[src/rtl/ufp_mon_pkg.sv]
// Shared types and format helpers for the unsigned fixed-point threshold monitor.
// Shift amounts are derived from the sample and threshold fraction widths.
package ufp_mon_pkg;

    typedef enum logic [1:0] {
        StLow,
        StPendHi,
        StAlarm,
        StPendLo
    } mon_state_e;

    localparam int unsigned DefSampleFrac = 4;
    localparam int unsigned DefThreshFrac = 3;

    function automatic int unsigned norm_frac(input int unsigned sample_frac,
                                              input int unsigned thresh_frac);
        return (sample_frac < thresh_frac) ? sample_frac : thresh_frac;
    endfunction

    function automatic int unsigned sample_shift(input int unsigned sample_frac,
                                                 input int unsigned thresh_frac);
        return sample_frac - norm_frac(sample_frac, thresh_frac);
    endfunction

    function automatic int unsigned thresh_shift(input int unsigned sample_frac,
                                                 input int unsigned thresh_frac);
        return thresh_frac - norm_frac(sample_frac, thresh_frac);
    endfunction

    localparam int unsigned DefSampleShift = sample_shift(DefSampleFrac, DefThreshFrac);
    localparam int unsigned DefThreshShift = thresh_shift(DefSampleFrac, DefThreshFrac);

endpackage

[src/rtl/ufp_align_cmp.sv]
// Combinational alignment of sample and thresholds to a common fraction width,
// followed by strict unsigned compares (equality sets neither flag).
module ufp_align_cmp
    import ufp_mon_pkg::*;
#(
    parameter int unsigned N           = 8,
    parameter int unsigned SAMPLE_FRAC = DefSampleFrac,
    parameter int unsigned THRESH_FRAC = DefThreshFrac
) (
    input  logic [N-1:0] s_data_i,
    input  logic [N-1:0] thresh_hi_i,
    input  logic [N-1:0] thresh_lo_i,
    output logic [N-1:0] norm_sample_o,
    output logic         gt_hi_o,
    output logic         lt_lo_o
);

    localparam int unsigned SShift = sample_shift(SAMPLE_FRAC, THRESH_FRAC);
    localparam int unsigned TShift = thresh_shift(SAMPLE_FRAC, THRESH_FRAC);

    logic [N-1:0] norm_hi;
    logic [N-1:0] norm_lo;

    // Truncating shift: extra fraction bits of the finer operand are dropped.
    assign norm_sample_o = s_data_i >> SShift;
    assign norm_hi       = thresh_hi_i >> TShift;
    assign norm_lo       = thresh_lo_i >> TShift;

    assign gt_hi_o = norm_sample_o > norm_hi;
    assign lt_lo_o = norm_sample_o < norm_lo;

endmodule

[src/rtl/ufp_threshold_monitor.sv]
// Threshold monitor: aligned compare stage, hysteresis/debounce FSM and a
// valid/ready event record carrying the peak sample seen while in alarm.
module ufp_threshold_monitor
    import ufp_mon_pkg::*;
#(
    parameter int unsigned N           = 8,
    parameter int unsigned SAMPLE_FRAC = DefSampleFrac,
    parameter int unsigned THRESH_FRAC = DefThreshFrac,
    parameter int unsigned DEBOUNCE    = 3,
    parameter int unsigned CNT_W       = 4
) (
    input  logic         clk,
    input  logic         rst_n,
    input  logic         clear_i,
    input  logic         s_valid_i,
    output logic         s_ready_o,
    input  logic [N-1:0] s_data_i,
    input  logic [N-1:0] thresh_hi_i,
    input  logic [N-1:0] thresh_lo_i,
    output logic         alarm_o,
    output logic         m_valid_o,
    input  logic         m_ready_i,
    output logic         m_rise_o,
    output logic [N-1:0] m_peak_o
);

    localparam logic [CNT_W-1:0] DebCnt = CNT_W'(DEBOUNCE);

    logic [N-1:0] norm_sample;
    logic         gt_hi;
    logic         lt_lo;

    ufp_align_cmp #(
        .N           (N),
        .SAMPLE_FRAC (SAMPLE_FRAC),
        .THRESH_FRAC (THRESH_FRAC)
    ) u_align_cmp (
        .s_data_i      (s_data_i),
        .thresh_hi_i   (thresh_hi_i),
        .thresh_lo_i   (thresh_lo_i),
        .norm_sample_o (norm_sample),
        .gt_hi_o       (gt_hi),
        .lt_lo_o       (lt_lo)
    );

    logic         st1_valid_q;
    logic [N-1:0] st1_sample_q;
    logic         st1_gt_q;
    logic         st1_lt_q;

    mon_state_e     state_q;
    logic [CNT_W-1:0] cnt_q;
    logic [N-1:0]   peak_q;
    logic           alarm_q;
    logic           m_valid_q;
    logic           m_rise_q;
    logic [N-1:0]   m_peak_q;

    logic           stall;
    logic           accept;
    logic           consume;
    logic [N-1:0]   peak_upd;
    logic [CNT_W-1:0] cnt_inc;

    assign stall     = m_valid_q && !m_ready_i;
    assign s_ready_o = !st1_valid_q || !stall;
    assign accept    = s_valid_i && s_ready_o && !clear_i;
    assign consume   = st1_valid_q && !stall;
    assign peak_upd  = (st1_sample_q > peak_q) ? st1_sample_q : peak_q;
    assign cnt_inc   = cnt_q + 1'b1;

    always_ff @(posedge clk or negedge rst_n) begin
        if (!rst_n) begin
            st1_valid_q  <= 1'b0;
            st1_sample_q <= '0;
            st1_gt_q     <= 1'b0;
            st1_lt_q     <= 1'b0;
        end else if (clear_i) begin
            st1_valid_q  <= 1'b0;
            st1_sample_q <= '0;
            st1_gt_q     <= 1'b0;
            st1_lt_q     <= 1'b0;
        end else if (accept) begin
            st1_valid_q  <= 1'b1;
            st1_sample_q <= norm_sample;
            st1_gt_q     <= gt_hi;
            st1_lt_q     <= lt_lo;
        end else if (consume) begin
            st1_valid_q  <= 1'b0;
        end
    end

    // Later assignments in the case body win over the handshake clear, so an
    // event emitted in the same cycle as a consume keeps m_valid high.
    always_ff @(posedge clk or negedge rst_n) begin
        if (!rst_n) begin
            state_q   <= StLow;
            cnt_q     <= '0;
            peak_q    <= '0;
            alarm_q   <= 1'b0;
            m_valid_q <= 1'b0;
            m_rise_q  <= 1'b0;
            m_peak_q  <= '0;
        end else if (clear_i) begin
            state_q   <= StLow;
            cnt_q     <= '0;
            peak_q    <= '0;
            alarm_q   <= 1'b0;
            m_valid_q <= 1'b0;
            m_rise_q  <= 1'b0;
            m_peak_q  <= '0;
        end else begin
            if (m_valid_q && m_ready_i) begin
                m_valid_q <= 1'b0;
            end
            if (consume) begin
                unique case (state_q)
                    StLow: begin
                        if (st1_gt_q) begin
                            peak_q <= st1_sample_q;
                            cnt_q  <= CNT_W'(1);
                            if (DEBOUNCE == 1) begin
                                state_q   <= StAlarm;
                                alarm_q   <= 1'b1;
                                m_valid_q <= 1'b1;
                                m_rise_q  <= 1'b1;
                                m_peak_q  <= st1_sample_q;
                            end else begin
                                state_q <= StPendHi;
                            end
                        end
                    end
                    StPendHi: begin
                        if (st1_gt_q) begin
                            peak_q <= peak_upd;
                            cnt_q  <= cnt_inc;
                            if (cnt_inc == DebCnt) begin
                                state_q   <= StAlarm;
                                alarm_q   <= 1'b1;
                                m_valid_q <= 1'b1;
                                m_rise_q  <= 1'b1;
                                m_peak_q  <= peak_upd;
                            end
                        end else begin
                            state_q <= StLow;
                            cnt_q   <= '0;
                            peak_q  <= '0;
                        end
                    end
                    StAlarm: begin
                        peak_q <= peak_upd;
                        if (st1_lt_q) begin
                            cnt_q <= CNT_W'(1);
                            if (DEBOUNCE == 1) begin
                                state_q   <= StLow;
                                alarm_q   <= 1'b0;
                                peak_q    <= '0;
                                m_valid_q <= 1'b1;
                                m_rise_q  <= 1'b0;
                                m_peak_q  <= peak_upd;
                            end else begin
                                state_q <= StPendLo;
                            end
                        end
                    end
                    StPendLo: begin
                        peak_q <= peak_upd;
                        if (st1_lt_q) begin
                            cnt_q <= cnt_inc;
                            if (cnt_inc == DebCnt) begin
                                state_q   <= StLow;
                                alarm_q   <= 1'b0;
                                cnt_q     <= '0;
                                peak_q    <= '0;
                                m_valid_q <= 1'b1;
                                m_rise_q  <= 1'b0;
                                m_peak_q  <= peak_upd;
                            end
                        end else begin
                            state_q <= StAlarm;
                            cnt_q   <= '0;
                        end
                    end
                    default: begin
                        state_q <= StLow;
                    end
                endcase
            end
        end
    end

    assign alarm_o   = alarm_q;
    assign m_valid_o = m_valid_q;
    assign m_rise_o  = m_rise_q;
    assign m_peak_o  = m_peak_q;

endmodule
[config.mk]
export PLATFORM = sky130hd
export DESIGN_NAME = ufp_threshold_monitor
export DESIGN_NICKNAME = d
export VERILOG_FILES = /design/src/rtl/ufp_mon_pkg.sv /design/src/rtl/ufp_align_cmp.sv /design/src/rtl/ufp_threshold_monitor.sv
export SDC_FILE = /design/constraint.sdc
export NUM_CORES = 1
export LEC_CHECK = 0
export CAP_MARGIN = 10
export CORE_MARGIN = 8
export CORE_UTILIZATION = 40
export DETAILED_ROUTE_END_ITERATION = 8
export GPL_TIMING_DRIVEN = 0
export SYNTH_ARGS = -nofsm -noshare
export SYNTH_HDL_FRONTEND = slang
export SYNTH_HIERARCHICAL = 1
export SYNTH_SLANG_ARGS = --single-unit
[constraint.sdc]
create_clock -name clk -period 2.9 [get_ports clk]
set_clock_uncertainty 0.2 [all_clocks]
set_input_delay 0.435 -clock clk [delete_from_list [all_inputs] [get_ports clk]]
set_output_delay 0.435 -clock clk [all_outputs]
set_load 0.05 [all_outputs]
==> out/qor.yml, run 1 <==
sta:
  rsz0062_at_grt: "no"
  tns_ns: 0
  fin_crit_sh_pct: 86.8
  finalHoldViolCount: 0
  fin_crit_ns: 2.52
  slew_viol_final: 0
  fmax_mhz: 397
  relSlewSlack_pct: 49.3
  tightest_slew_ns: 0.760
  setup_violations: 0
  worst_slack_ns: 0.381
worst_setup_path:
  worstPathCellList: "clkdlybuf4s50_1 -> nand3b_1 -> clkdlybuf4s50_1"
  path_buf_inv: 2
  slowest_stage: "clkdlybuf4s50_1"
  crit_family: "buffers and inverters"
  max_stage_delay_ns: 0.83
  r2r_setup_slack_ns: 0.48
  worstSetupEndpointType: "output pin"
  path_common_cell: "clkdlybuf4s50_1"
  cp.depth: 3
  r2r_cells: 6
  path_max_fanout: 4
  arrival_ns: 1.88
  setup.worst_path.start_class: "input port"
  path_class: "in2out"
  cp.required_ns: 2.27
global_routing:
  gr-total-overflow: 0
  grt_first_pass_wirelength_um: 8400
  grt_max_degree: 36
  track_usage_pct: 11.9
  grt_pass1_vias: 1829
  antenna_found_initial: 0
logic_synthesis:
  yosysTopAreaCell: "dfrtp_1"
  synthTopCellsByArea: "dfrtp_1 38%, ha_1 13%, a22o_1 7.3%"
  yosys.area_share.xor_xnor_pct: 0.384
  netlist_top_cells_count: "35 x dfrtp_1, 26 x inv_1, 23 x ha_1, 19 x a22o_1, 15 x nand2_1"
  synthMostInstantiatedCell: "dfrtp_1"
  postSynth.asyncResetShare_pct: 100
  synth_simple_gate_area_share_pct: 12.3
  yosysWarnings: 6
  synth_top_area_share_pct: 38.4
  synth_compound_area_share_pct: 23.6
  synthesis.instances: 229
  syn-mean-instance-area_um2: 9.97
  yosysSeqAreaShare_pct: 38.4
  muxShareOfSynthArea_pct: 3.95
  synthAdderAreaFrac_pct: 12.6
  synth_top_family_by_area: "compound AO/OA/AOI/OAI gates"
  syn_area_mm2: 0.00228
  synth-edff-count: 0
  ys_types: 47
  ys.flop_type: "dfrtp_1"
  ys_seq_elements: 35
  synth_fp_nets: 281
clock_tree:
  cts.sinks: 35
  cts_max_level: 2
  clkSlewWorstSetupHoldPaths_ns: 0.07
  cts_setup_buffers: 0
  cts_tree: "yes"
  clock_path_buffers: 2
  cts_hold_buffers: 0
  post_cts_resized: 0
  cts_root_buf: "clkbuf_8"
  clock_latency_ns: 0.28
  cts_buffers: 5
route:
  post_drt_wl_per_cell_um: 13.2
  via_per_inst: 5.04
  ant_nets: 0
  initialDrtViolationCount: 88
  drc_errors: 0
  dr_total_vias: 1753
  wirelength_um: 4580
  drtPass1Iterations: 4
placed_design:
  hpwl_um: 3670
  place_inst: 340
  pre_cts_ws_ns: 0.375
  port_buffers: 39
  globalplace.congestion: 0.785
finish:
  final_cells: 348
  drive_gt1_share_pct: 14.9
  area_growth_pct: 26.0
  antenna_cells: 0
  final_core_utilization_pct: 52.2
  nFillCells: 536
  final_nets: 327
pwr:
  p_comb_share_pct: 20.1
  ir_worst_vdd_v: 0.000160
  intPower_mw: 0.900
  p_seq_share_pct: 42.9
  total_power_mw: 1.22
  p_leak_nw: 1.34
  swShare_pct: 26.0
  p_switching_mw: 0.316
  clockPowerShare_pct: 37.0
  powerDensity_mw_per_mm2: 423
floorplanning:
  pin_count: 41
  die_h_um: 91.6
  die_x_um: 91.6
  start_util_pct: 41.5
  dieArea_mm2: 0.00838
  rows: 27
  coreArea_mm2: 0.00551
min_path:
  hp-class: "in2async"
run:
  max_cap_viol_count: 0
outcome:
  outcome: "finished clean"
[kinds of logic after synthesis]
kind of cell    Yosys count
compound gates           68
simple gates             51
buf+inv                  41
flops                    35
fa+ha+maj                23
mux                       9
other cells               1
xor+xnor                  1
[placed cells by master, fill, tap and decap left out, drive strengths merged, types with 7 or more instances in the layout]
cell / instances
dfrtp: 35
inv: 26
a22o: 19
buf: 15
o21ai: 16
mux2i: 9
nand2: 15
clkdlybuf4s50: 38
nand3: 8
clkbuf: 7
a21oi: 16
ha: 23
[metal layers]
layer	global-route usage (%)	vias up	part of all wire (%)
met5	0	-	0
li1	-	908	-
met3	3.54	4	5.4
met1	14.3	797	48
met4	5.05	0	1.4
met2	19.1	44	45
[worst register-to-register path, cell delays in order, from the launching register on]
cell and delay, ns:
dfrtp_1 0.45, ha_1 0.28, or4b_4 0.56, o31ai_4 0.11, o21ai_2 0.08, a41o_1 0.36
a22o_1 0.27
[worst paths after layout]
kind | to | from
min reg2reg | m_peak_o[2]$_DFFE_PN0P_ | m_peak_o[2]$_DFFE_PN0P_
max in group asynchronous | m_peak_o[4]$_DFFE_PN0P_ | rst_n
max reg2reg | peak_q[5]$_DFFE_PN0P_ | cnt_q[0]$_DFFE_PN0P_
max | s_ready_o | m_ready_i
min in group clk | m_peak_o[2]$_DFFE_PN0P_ | m_peak_o[2]$_DFFE_PN0P_
min | m_valid_o$_DFF_PN0_ | rst_n
[flip-flops by register name, indices dropped and copies added, names as in the netlist]
| register | count |
|---|---|
| st1_valid_q | 1 |
| st1_sample_q | 8 |
| m_rise_o | 1 |
| st1_gt_q | 1 |
| m_valid_o | 1 |
| peak_q | 8 |
| state_q | 2 |
| m_peak_o | 8 |
| st1_lt_q | 1 |
| cnt_q | 4 |
[power by group through the flow]
stage	Clock, mW	Combinational [mW]	Sequential [mW]
2_1_floorplan	0	0.136	0.548
3_3_place_gp	0	0.246	0.531
3_5_place_dp	0	0.248	0.531
4_1_cts	0.463	0.249	0.522
5_1_grt	0.491	0.271	0.525
6_report	0.450	0.244	0.522
[area by class of cell]
| type | count | area, µm² | share of cell area [%] |
|---|---|---|---|
| timing repair buffer | 39 | 385 | 13.4 |
| inverter | 26 | 97.6 | 3.39 |
| multi-input combinational | 153 | 1210 | 42.0 |
| sequential | 35 | 876 | 30.4 |
| clock buffer | 6 | 82.6 | 2.87 |
| buffer | 15 | 101 | 3.52 |
| tap | 72 | 90.1 | 3.13 |
| clock inverter | 2 | 35.0 | 1.22 |
[through the flow]
stage | hold WS, ns | cell area [µm²]
3_5_place_dp | 0.271 | 2760
4_1_cts | 0.0549 | 2880
3_3_place_gp | 0.262 | 2760
2_1_floorplan | -0.0606 | 2280
6_report | 0.0145 | 2880
5_1_grt | 0.0895 | 2880
Note: power is estimated with default switching activity, not from simulation.
==> run 2, diff against run 1 <==
--- a/config.mk
+++ b/config.mk
@@ -8,6 +8,7 @@
 export CAP_MARGIN = 10
 export CORE_MARGIN = 8
 export CORE_UTILIZATION = 40
+export CTS_CLUSTER_DIAMETER = 120
 export DETAILED_ROUTE_END_ITERATION = 8
 export GPL_TIMING_DRIVEN = 0
 export SYNTH_ARGS = -nofsm -noshare
==> results of run 2 <==
Same layout as run 1: the final DEF is identical, and so are final timing and power.
